`config.mk`:
```
export PLATFORM = sky130hd
export DESIGN_NAME = legv8_decoder
export DESIGN_NICKNAME = d
export VERILOG_FILES = /design/src/rtl/legv8_pkg.sv /design/src/rtl/legv8_imm_ext.sv /design/src/rtl/legv8_decoder.sv
export SDC_FILE = /design/constraint.sdc
export NUM_CORES = 1
export LEC_CHECK = 0
export ABC_CLOCK_PERIOD_IN_PS = 800
export CAP_MARGIN = 25
export CELL_PAD_IN_SITES_DETAIL_PLACEMENT = 1
export CELL_PAD_IN_SITES_GLOBAL_PLACEMENT = 1
export CORE_ASPECT_RATIO = 0.7
export CORE_UTILIZATION = 35
export DETAILED_ROUTE_END_ITERATION = 6
export PLACE_DENSITY_LB_ADDON = 0.05
export SLEW_MARGIN = 0
export SYNTH_ARGS = -nofsm -noshare
export SYNTH_HDL_FRONTEND = slang
export SYNTH_HIERARCHICAL = 1
export SYNTH_SLANG_ARGS = --single-unit
```
`constraint.sdc`:
```
create_clock -name clk -period 0.8 [get_ports clk]
set_input_delay 0.2 -clock clk [delete_from_list [all_inputs] [get_ports clk]]
set_output_delay 0.2 -clock clk [all_outputs]
set_load 0.01 [all_outputs]
```
`src/rtl/legv8_pkg.sv`:
```
// legv8_pkg: LEGv8 opcode constants, ALU control encodings and immediate formats.
package legv8_pkg;
  typedef enum logic [2:0] {IMM_NONE, IMM_I12, IMM_D9, IMM_CB19, IMM_B26, IMM_MOVZ} imm_fmt_t;
  localparam logic [10:0] OP_ADD  = 11'b10001011000;
  localparam logic [10:0] OP_SUB  = 11'b11001011000;
  localparam logic [10:0] OP_AND  = 11'b10001010000;
  localparam logic [10:0] OP_ORR  = 11'b10101010000;
  localparam logic [10:0] OP_LDUR = 11'b11111000010;
  localparam logic [10:0] OP_STUR = 11'b11111000000;
  localparam logic [9:0]  OP_ADDI = 10'b1001000100;
  localparam logic [9:0]  OP_SUBI = 10'b1101000100;
  localparam logic [9:0]  OP_ANDI = 10'b1001001000;
  localparam logic [9:0]  OP_ORRI = 10'b1011001000;
  localparam logic [8:0]  OP_MOVZ = 9'b110100101;
  localparam logic [7:0]  OP_CBZ  = 8'b10110100;
  localparam logic [5:0]  OP_B    = 6'b000101;
  localparam logic [5:0]  OP_BL   = 6'b100101;
  localparam logic [3:0]  ALU_AND  = 4'b0000;
  localparam logic [3:0]  ALU_ORR  = 4'b0001;
  localparam logic [3:0]  ALU_ADD  = 4'b0010;
  localparam logic [3:0]  ALU_SUB  = 4'b0110;
  localparam logic [3:0]  ALU_PASS = 4'b0111;
  localparam logic [4:0]  LINK_REG = 5'd30;
endpackage

```
`src/rtl/legv8_imm_ext.sv`:
```
// legv8_imm_ext: builds the 32-bit immediate from the low 26 instruction bits for a given format.
module legv8_imm_ext
  import legv8_pkg::*;
(
  input  imm_fmt_t    i_fmt,
  input  logic [25:0] i_field,
  output logic [31:0] o_imm
);
  logic [1:0] w_hw;
  logic [31:0] w_movz;
  assign w_hw = i_field[22:21];
  // only the two lower half-word positions fit a 32-bit result
  assign w_movz = w_hw == 2'd0 ? {16'd0, i_field[20:5]} :
                  w_hw == 2'd1 ? {i_field[20:5], 16'd0} : 32'd0;
  assign o_imm = i_fmt == IMM_I12  ? {20'd0, i_field[21:10]} :
                 i_fmt == IMM_D9   ? {{23{i_field[20]}}, i_field[20:12]} :
                 i_fmt == IMM_CB19 ? {{13{i_field[23]}}, i_field[23:5]} :
                 i_fmt == IMM_B26  ? {{6{i_field[25]}}, i_field[25:0]} :
                 i_fmt == IMM_MOVZ ? w_movz : 32'd0;
endmodule

```
`src/rtl/legv8_decoder.sv`:
```
// legv8_decoder: registered LEGv8 decoder producing datapath controls, ALU op, register indices and immediate.
module legv8_decoder
  import legv8_pkg::*;
(
  input  logic        clk,
  input  logic        rst_n,
  input  logic [31:0] instruction,
  output logic        reg2loc,
  output logic        ub,
  output logic        cb,
  output logic        memr,
  output logic        memw,
  output logic        mem2r,
  output logic        ALUsrc,
  output logic        regw,
  output logic [3:0]  ALUctrl,
  output logic [4:0]  reg1,
  output logic [4:0]  reg2,
  output logic [4:0]  wreg,
  output logic [31:0] imm
);
  logic [10:0] w_op11;
  logic [9:0] w_op10;
  logic w_reg2loc, w_ub, w_cb, w_memr, w_memw, w_mem2r, w_alusrc, w_regw;
  logic [3:0] w_alu;
  logic [4:0] w_wreg;
  logic [31:0] w_imm;
  imm_fmt_t w_fmt;
  assign w_op11 = instruction[31:21];
  assign w_op10 = instruction[31:22];
  legv8_imm_ext u_imm_ext (
    .i_fmt  (w_fmt),
    .i_field(instruction[25:0]),
    .o_imm  (w_imm)
  );
  // first matching opcode wins; unmatched words leave every control bit low
  always_comb begin
    {w_reg2loc, w_ub, w_cb, w_memr, w_memw, w_mem2r, w_alusrc, w_regw} = '0;
    w_alu = ALU_ADD;
    w_wreg = instruction[4:0];
    w_fmt = IMM_NONE;
    if (w_op11 == OP_ADD || w_op11 == OP_SUB || w_op11 == OP_AND || w_op11 == OP_ORR) begin
      w_regw = 1'b1;
      w_alu = w_op11 == OP_SUB ? ALU_SUB : w_op11 == OP_AND ? ALU_AND :
              w_op11 == OP_ORR ? ALU_ORR : ALU_ADD;
    end else if (w_op10 == OP_ADDI || w_op10 == OP_SUBI || w_op10 == OP_ANDI || w_op10 == OP_ORRI) begin
      w_regw = 1'b1;
      w_alusrc = 1'b1;
      w_fmt = IMM_I12;
      w_alu = w_op10 == OP_SUBI ? ALU_SUB : w_op10 == OP_ANDI ? ALU_AND :
              w_op10 == OP_ORRI ? ALU_ORR : ALU_ADD;
    end else if (w_op11 == OP_LDUR) begin
      {w_memr, w_mem2r, w_regw, w_alusrc} = 4'b1111;
      w_fmt = IMM_D9;
    end else if (w_op11 == OP_STUR) begin
      {w_memw, w_reg2loc, w_alusrc} = 3'b111;
      w_fmt = IMM_D9;
    end else if (instruction[31:24] == OP_CBZ) begin
      {w_cb, w_reg2loc} = 2'b11;
      w_alu = ALU_PASS;
      w_fmt = IMM_CB19;
    end else if (instruction[31:26] == OP_B) begin
      w_ub = 1'b1;
      w_fmt = IMM_B26;
    end else if (instruction[31:26] == OP_BL) begin
      {w_ub, w_regw} = 2'b11;
      w_wreg = LINK_REG;
      w_fmt = IMM_B26;
    end else if (instruction[31:23] == OP_MOVZ) begin
      {w_regw, w_alusrc} = 2'b11;
      w_alu = ALU_PASS;
      w_fmt = IMM_MOVZ;
    end
  end
  always_ff @(posedge clk or negedge rst_n) begin
    if (!rst_n) begin
      {reg2loc, ub, cb, memr, memw, mem2r, ALUsrc, regw} <= '0;
      ALUctrl <= '0;
      reg1 <= '0;
      reg2 <= '0;
      wreg <= '0;
      imm <= '0;
    end else begin
      {reg2loc, ub, cb, memr, memw, mem2r, ALUsrc, regw} <=
        {w_reg2loc, w_ub, w_cb, w_memr, w_memw, w_mem2r, w_alusrc, w_regw};
      ALUctrl <= w_alu;
      reg1 <= instruction[9:5];
      reg2 <= w_reg2loc ? instruction[4:0] : instruction[20:16];
      wreg <= w_wreg;
      imm <= w_imm;
    end
  end
endmodule

```
==> flow_summary.toml, run 1 <==
[outcome]
status = "stopped before the end"
outcome.stop_stage = "global routing"
run.stop_error = "[ERROR DPL-0033] detailed placement checks failed during check placement."

[logic_synthesis]
synthFlopType = "dfrtp_1"
netlist-cell-type-count = 53
synth_top_family_by_area = "simple AND/OR/NAND/NOR gates"
synth.top_cell.area_share_pct = 50.8
syn_area_per_cell_um2 = 10.4
async_flop_share_pct = 100
synth_seq_cells = 57
syn-num-nets = 304
synth_compound_area_share_pct = 20.1
synth.mux.area_fraction_pct = 2.36
number_of_enable_flip_flop_cells_after_synthesis = 0
synth.yosys.seq_area_share_pct = 50.8
synth_top_cell_by_area = "dfrtp_1"
post_synth_instance_area_um2 = 2810
xor_and_xnor_fraction_of_the_mapped_netlist_area_pct = 0
synth.area.top_cells = "dfrtp_1 51%, a21oi_1 5.7%, o211ai_1 4.0%"
synth-adder-area-share_pct = 0
post_synth_inst_count = 270
post_synth_and_or_nand_nor_area_fraction_pct = 22.0
synth-warning-count = 6

[clock_tree]
cts.path.max_buffers = 2
clock_sink_count = 57
cts-htree-levels = 3
cts_buf_count = 9
cts_root_buf = "clkbuf_16"

[floorplanning]
die_w_um = 109
floorplan.die.height_um = 77.0
placementRows = 26
start_util_pct = 37.4
ios = 93

[grt]
number_of_antenna_violations_at_the_first_check_in_global_routing = 4
largest_net_degree_at_the_start_of_global_routing = 58

[sta]
timing.repair.worst_endpoint_type = "sequential cell input"
crit_endpoint = "imm[14]$_DFF_PN0_/D"

[place]
place.gp.congestion = 0.861
buffer_ports.inserted = 91
numPlacedInstances = 515
dp.final_hpwl_um = 7780
## timing repair
item / in CTS
buffers inserted: 43
hold endpoints to repair: 57
endpoints found under the setup margin: 110
gates cloned: 3
gates resized for setup: 374
hold buffers: 1
pin swaps: 34
## synth_stat cells (5+ instances only)
cell type   n
a21oi_1    32
a41oi_1     8
buf_2      14
clkbuf_1    5
dfrtp_1    57
inv_1       6
mux2_2      5
nand2_1    18
nand2b_1    7
nand3_1    14
nor2_1     11
o211ai_1   15
or3b_1     10
## metrics by stage
step	setup WS [ns]	setup TNS [ns]	area (um^2)
detailed placement	-1.94	-94.32	4430
floorplan	-1.13	-38.29	2920
global placement	-1.86	-90.86	4430
CTS	-1.12	-53.30	5100
## logic make-up after synthesis
group                  count (synthesis)
AND/OR/NAND/NOR                       97
AO/OA/AOI/OAI                         81
flip-flops                            57
buffers and inverters                 28
multiplexers                           6
other                                  1
==> inputs of run 2 (changes only) <==
CELL_PAD_IN_SITES_DETAIL_PLACEMENT = not set   (was 1)
CELL_PAD_IN_SITES_GLOBAL_PLACEMENT = not set   (was 1)
CORE_ASPECT_RATIO = not set   (was 0.7)
CORE_UTILIZATION = 40   (was 35)
PLACE_DENSITY_LB_ADDON = 0.15   (was 0.05)
==> flow_summary.toml, run 2 <==
[outcome]
status = "complete, but fails checks"
failed_checks = "negative setup slack"

[grt]
grt_usage_pct = 28.3
largest_net_degree_at_the_start_of_global_routing = 33
number_of_antenna_violations_at_the_first_check_in_global_routing = 0
grt_first_pass_wirelength_um = 15700
number_of_global_route_vias_before_repair = 3035
globalRoute.totalOverflow = 0

[sta]
final.period_utilization_pct = 254
setup_viol = 106
final_period_minus_worst_setup_slack_ns = 2.03
grt_setup_unrepaired = "true"
fin_tns_setup_ns = -55.16
setup_slack_ns = -1.23
achievable-frequency_mhz = 492
drv_slew = 0
hold_slack_ns = 0.227
final_hold_viol_count = 0

[routing]
postRouteWirelength_um = 11200
routedWlPerCell_um = 20.4
dr_total_vias = 3143
detail_route.drc_violations = 0
drt-initial-drc-count = 185
router_iterations_before_antenna_repair = 5
post_drt_via_cell_ratio = 5.72
antenna_violating_nets_post_route = 0

[cells_and_area]
final_cell_mix = "58 x buf_2, 57 x dfrtp_1, 57 x buf_4"
finalCoreUtilization_pct = 76.5
layout.cells.most_common = "buf_2"
multi_input_comb_area_um2 = 1820
final_cell_area_um2 = 5200
drive_above_1_share_pct = 60.9
layout.nets = 482
largest_reg_flops = 32
antenna_cells = 0
seqCellArea_um2 = 1430
area_growth_pct = 85.1
top_register = "imm"
nFillCells = 434

[min_path]
min_from = "instruction[31]"
hold_path_depth = 3
hold_path.class = "in -> reg"
whs_endpoint = "regw"

[logic_synthesis]
synth_top_cell_by_area = "dfrtp_1"
netlist-cell-type-count = 53
synth.area.top_cells = "dfrtp_1 51%, a21oi_1 5.7%, o211ai_1 4.0%"
synthFlopType = "dfrtp_1"
post_synth_instance_area_um2 = 2810
post_synth_inst_count = 270
post-synth-top-count-cell = "dfrtp_1"
syn_area_per_cell_um2 = 10.4
syn-num-nets = 304
ys_top_cells_by_count = "57 x dfrtp_1, 32 x a21oi_1, 18 x nand2_1"
synth.mux.area_fraction_pct = 2.36
synth-warning-count = 6
synth_top_family_by_area = "simple AND/OR/NAND/NOR gates"
synth.yosys.seq_area_share_pct = 50.8
synth.top_cell.area_share_pct = 50.8
number_of_enable_flip_flop_cells_after_synthesis = 0
synth_seq_cells = 57
xor_and_xnor_fraction_of_the_mapped_netlist_area_pct = 0
synth_compound_area_share_pct = 20.1
async_flop_share_pct = 100
synth-adder-area-share_pct = 0
post_synth_and_or_nand_nor_area_fraction_pct = 22.0

[floorplanning]
ios = 93
start_util_pct = 41.3
die_area_um2 = 7360
placementRows = 30
die_w_um = 85.8
core_area_um2 = 6790
floorplan.die.height_um = 85.8

[clock_tree]
cts_root_buf = "clkbuf_8"
cts_buf_count = 9
cts-htree-levels = 3
clock_sink_count = 57
cts.path.max_buffers = 2
tritoncts = "built"
clkTransAtPathRegs_ns = 0.07

[worst_setup_path]
worstSetupStartpointType = "input port"
worst_setup_path_end_kind = "flip-flop"
critPathArrivalTime_ns = 2.24
worst-setup-path-type = "in -> reg"
worst_ep_required_time_ns = 1.01
worst-path-max-fanout = 6

[power]
cellLeakagePower_nw = 2.36
comb_power_share_pct = 16.5
vdd.ir_drop.worst_mv = 1.14
power_frac_clock_pct = 37.8
power.density_cell_area_nw_per_um2 = 1250
cell_internal_pwr_mw = 4.78
power.switching_fraction_pct = 26.4
fraction_of_power_consumed_by_sequential_logic_pct = 45.7
power.net_switching_mw = 1.72

[place]
dp.final_hpwl_um = 6560
buffer_ports.inserted = 91
place_ws_ns = -1.90
place.gp.congestion = 0.875
placedInstanceArea_um2 = 4420

[run]
max_cap_violations = 0
[run 2: cell counts after synthesis]
No cell type changed its count.
[run 2: power by group through the flow]
stage	Combinational, mW	Sequential, mW	Clock (mW)
2_1_floorplan	0.187	3.07	0
3_3_place_gp	0.915	3.03	0
3_5_place_dp	0.924	3.03	0
4_1_cts	0.967	2.97	2.48
5_1_grt	1.12	2.98	2.64
6_report	1.07	2.97	2.45
[run 2: layout make-up]
cell class / count / share of cell area, %
repair buffers: 189 / 31.4
well taps: 96 / 2.31
multi-input cells: 185 / 35.0
clock inverters: 2 / 0.241
flip-flops and latches: 57 / 27.4
inverters: 6 / 0.433
clock buffers: 14 / 3.13
[run 2: per-stage QoR]
step,instances,power [mW]
CTS,542,6.42
floorplan,270,3.25
finish,549,6.50
detailed placement,508,3.95
global route,549,6.74
global placement,508,3.94
[run 2: repair_timing]
item / in CTS / in global routing
hold endpoints to repair: 57 / 0
gates resized for setup: 376 / 56
pin swaps: 39 / 26
endpoints found under the setup margin: 110 / 106
buffers inserted: 23 / 9
hold buffers: 1 / 0
gates cloned: 4 / 2
[run 2: worst max path at each step]
stage | endpoint | from | slack, ns | cells after the start
3_3_place_gp | imm[23] | instruction[30] | -1.80 | 10
2_1_floorplan | imm[7] | instruction[29] | -1.13 | 9
4_1_cts | imm[23] | instruction[29] | -1.06 | 11
6_report | imm[30] | instruction[23] | -1.23 | 11
3_5_place_dp | imm[20] | instruction[30] | -1.90 | 10
5_1_grt | imm[23] | instruction[25] | -1.26 | 11
[run 2: routing by layer]
layer	track usage [%]	share of wire [%]
met5	0	0
met3	6.35	7.0
met1	34.7	39
met4	14.8	3.8
met2	46.9	50
[run 2: worst max-delay path: stages]
cell,delay (ns)
buf_6,0.11
buf_6,0.12
nor2_4,0.11
nand4b_1,0.16
a2111o_1,0.50
nand2_2,0.15
buf_4,0.19
a21bo_2,0.26
a21oi_4,0.21
buf_6,0.17
a211oi_2,0.06
[run 2: cell families (layout without fill, tap and decap cells)]
family,Yosys count,count (layout)
AO/OA/AOI/OAI,81,81
buffers and inverters,28,211
flip-flops,57,57
multiplexers,6,6
other,1,1
AND/OR/NAND/NOR,97,97
No activity file was read; power rests on OpenSTA's default activity.
==> inputs of run 3 (changes only) <==
SETUP_SLACK_MARGIN = 0.5   (was not set)
==> flow_summary.toml, run 3 (synthesis gave the netlist of run 2 again) <==
[outcome]
status = "complete, but fails checks"
failed_checks = "negative hold slack, negative setup slack"

[cells_and_area]
seqCellArea_um2 = 1430
finalCoreUtilization_pct = 76.1
antenna_cells = 0
drive_above_1_share_pct = 59.5
top_register = "imm"
multi_input_comb_area_um2 = 1710
final_cell_mix = "68 x buf_4, 58 x buf_2, 57 x dfrtp_1"
nFillCells = 435
layout.cells.most_common = "buf_4"
largest_reg_flops = 32
final_cell_area_um2 = 5170
area_growth_pct = 84.1
layout.nets = 494

[routing]
post_drt_via_cell_ratio = 5.73
antenna_violating_nets_post_route = 0
dr_total_vias = 3206
detail_route.drc_violations = 0
routedWlPerCell_um = 20.2
postRouteWirelength_um = 11300
router_iterations_before_antenna_repair = 5
drt-initial-drc-count = 249

[sta]
setup_viol = 110
final_period_minus_worst_setup_slack_ns = 1.89
drv_slew = 0
setup_slack_ns = -1.09
achievable-frequency_mhz = 530
final.period_utilization_pct = 236
hold_slack_ns = -0.151
grt_setup_unrepaired = "true"
final_hold_viol_count = 57

[worst_setup_path]
cp-endpoint = "imm[22]"
worst_setup_path_end_kind = "flip-flop"
worstSetupStartpointType = "input port"
critPathArrivalTime_ns = 2.14
worst-setup-path-type = "in -> reg"
startpoint = "instruction[23]"
worst-path-max-fanout = 7
worst_ep_required_time_ns = 1.05

[clock_tree]
clock_sink_count = 57
clkTransAtPathRegs_ns = 0.06
cts_root_buf = "clkbuf_8"
cts_buf_count = 9
cts-htree-levels = 3
cts.path.max_buffers = 2
tritoncts = "built"

[power]
power.switching_fraction_pct = 24.7
power.net_switching_mw = 1.73
vdd.ir_drop.worst_mv = 1.10
power_frac_clock_pct = 41.8
fraction_of_power_consumed_by_sequential_logic_pct = 42.4
cell_internal_pwr_mw = 5.28
comb_power_share_pct = 15.8
power.density_cell_area_nw_per_um2 = 1360
cellLeakagePower_nw = 2.40

[place]
buffer_ports.inserted = 91
dp.final_hpwl_um = 6540
placedInstanceArea_um2 = 4380
place.gp.congestion = 0.935

[grt]
grt_usage_pct = 28.1
globalRoute.totalOverflow = 0
grt_first_pass_wirelength_um = 15500
number_of_global_route_vias_before_repair = 2916
number_of_antenna_violations_at_the_first_check_in_global_routing = 0
largest_net_degree_at_the_start_of_global_routing = 58

[min_path]
hold_path.class = "in -> async"

[floorplanning]
die_w_um = 85.8
core_area_um2 = 6790
floorplan.die.height_um = 85.8
ios = 93
start_util_pct = 41.3
placementRows = 30
die_area_um2 = 7360

[run]
max_cap_violations = 0
==> run 3: cell type report <==
| type | count | share of cell area, % |
|---|---|---|
| clock buffer | 13 | 3.46 |
| timing repair buffer | 201 | 32.6 |
| sequential | 57 | 27.6 |
| clock inverter | 2 | 0.677 |
| multi-input combinational | 185 | 33.0 |
| inverter | 6 | 0.435 |
| tap | 96 | 2.32 |
==> run 3: repair_timing <==
| item | 4_1_cts | 5_1_grt |
|---|---|---|
| buffers inserted | 16 | 18 |
| gates cloned | 2 | 1 |
| pin swaps | 31 | 43 |
| resized for setup | 364 | 65 |
| endpoints found under the hold margin | 57 | 57 |
| setup endpoints to repair | 115 | 110 |
==> run 3: routing by layer <==
layer / GRT usage, % / routed length, um / vias up
met5: 0 / 0 / -
met4: 11.1 / 346 / 0
met3: 6.35 / 888 / 39
met2: 48.7 / 5700 / 206
met1: 33.9 / 4360 / 1577
li1: - / - / 1384
==> run 3: worst min-delay path by stage <==
stage                      from          to  slack, ns  depth (start not counted)
after floorplan           rst_n  ALUctrl[0]       -0.1                          0
after global placement    rst_n     wreg[3]       0.22                          2
after detailed placement  rst_n     wreg[3]       0.23                          2
after CTS                 rst_n        regw      -0.13                          2
after global routing      rst_n     wreg[3]      -0.12                          2
final                     rst_n     wreg[1]      -0.15                          2
==> run 3: worst max-delay path: stages <==
cell and delay (ns):
buf_8 0.11, nor3_4 0.20, o211ai_1 0.12, a2111o_1 0.50
nand2_4 0.14, nor4bb_4 0.26, buf_4 0.22, buf_8 0.14
nand3_2 0.07, a21oi_2 0.18
==> run 3: metrics by stage <==
stage / total power [mW] / setup slack (ns) / std cells / setup TNS (ns)
6_report: 7.01 / -1.09 / 560 / -54.77
2_1_floorplan: 3.25 / -1.13 / 270 / -38.29
3_3_place_gp: 3.93 / -1.82 / 508 / -90.33
4_1_cts: 6.83 / -0.961 / 541 / -49.52
3_5_place_dp: 3.94 / -1.92 / 508 / -93.49
5_1_grt: 7.23 / -1.13 / 560 / -58.10
==> run 3: power by group through the flow <==
| stage | combinational (mW) | clock, mW | sequential, mW |
|---|---|---|---|
| floorplan | 0.187 | 0 | 3.07 |
| global placement | 0.906 | 0 | 3.03 |
| detailed placement | 0.915 | 0 | 3.03 |
| CTS | 0.943 | 2.92 | 2.97 |
| global route | 1.16 | 3.09 | 2.97 |
| finish | 1.11 | 2.93 | 2.97 |
==> inputs of run 4 (changes only) <==
CTS_BUF_LIST = sky130_fd_sc_hd__clkbuf_8   (was not set)
==> results of run 4 <==
Same layout as run 3: the final DEF is identical, and so are final timing and power.
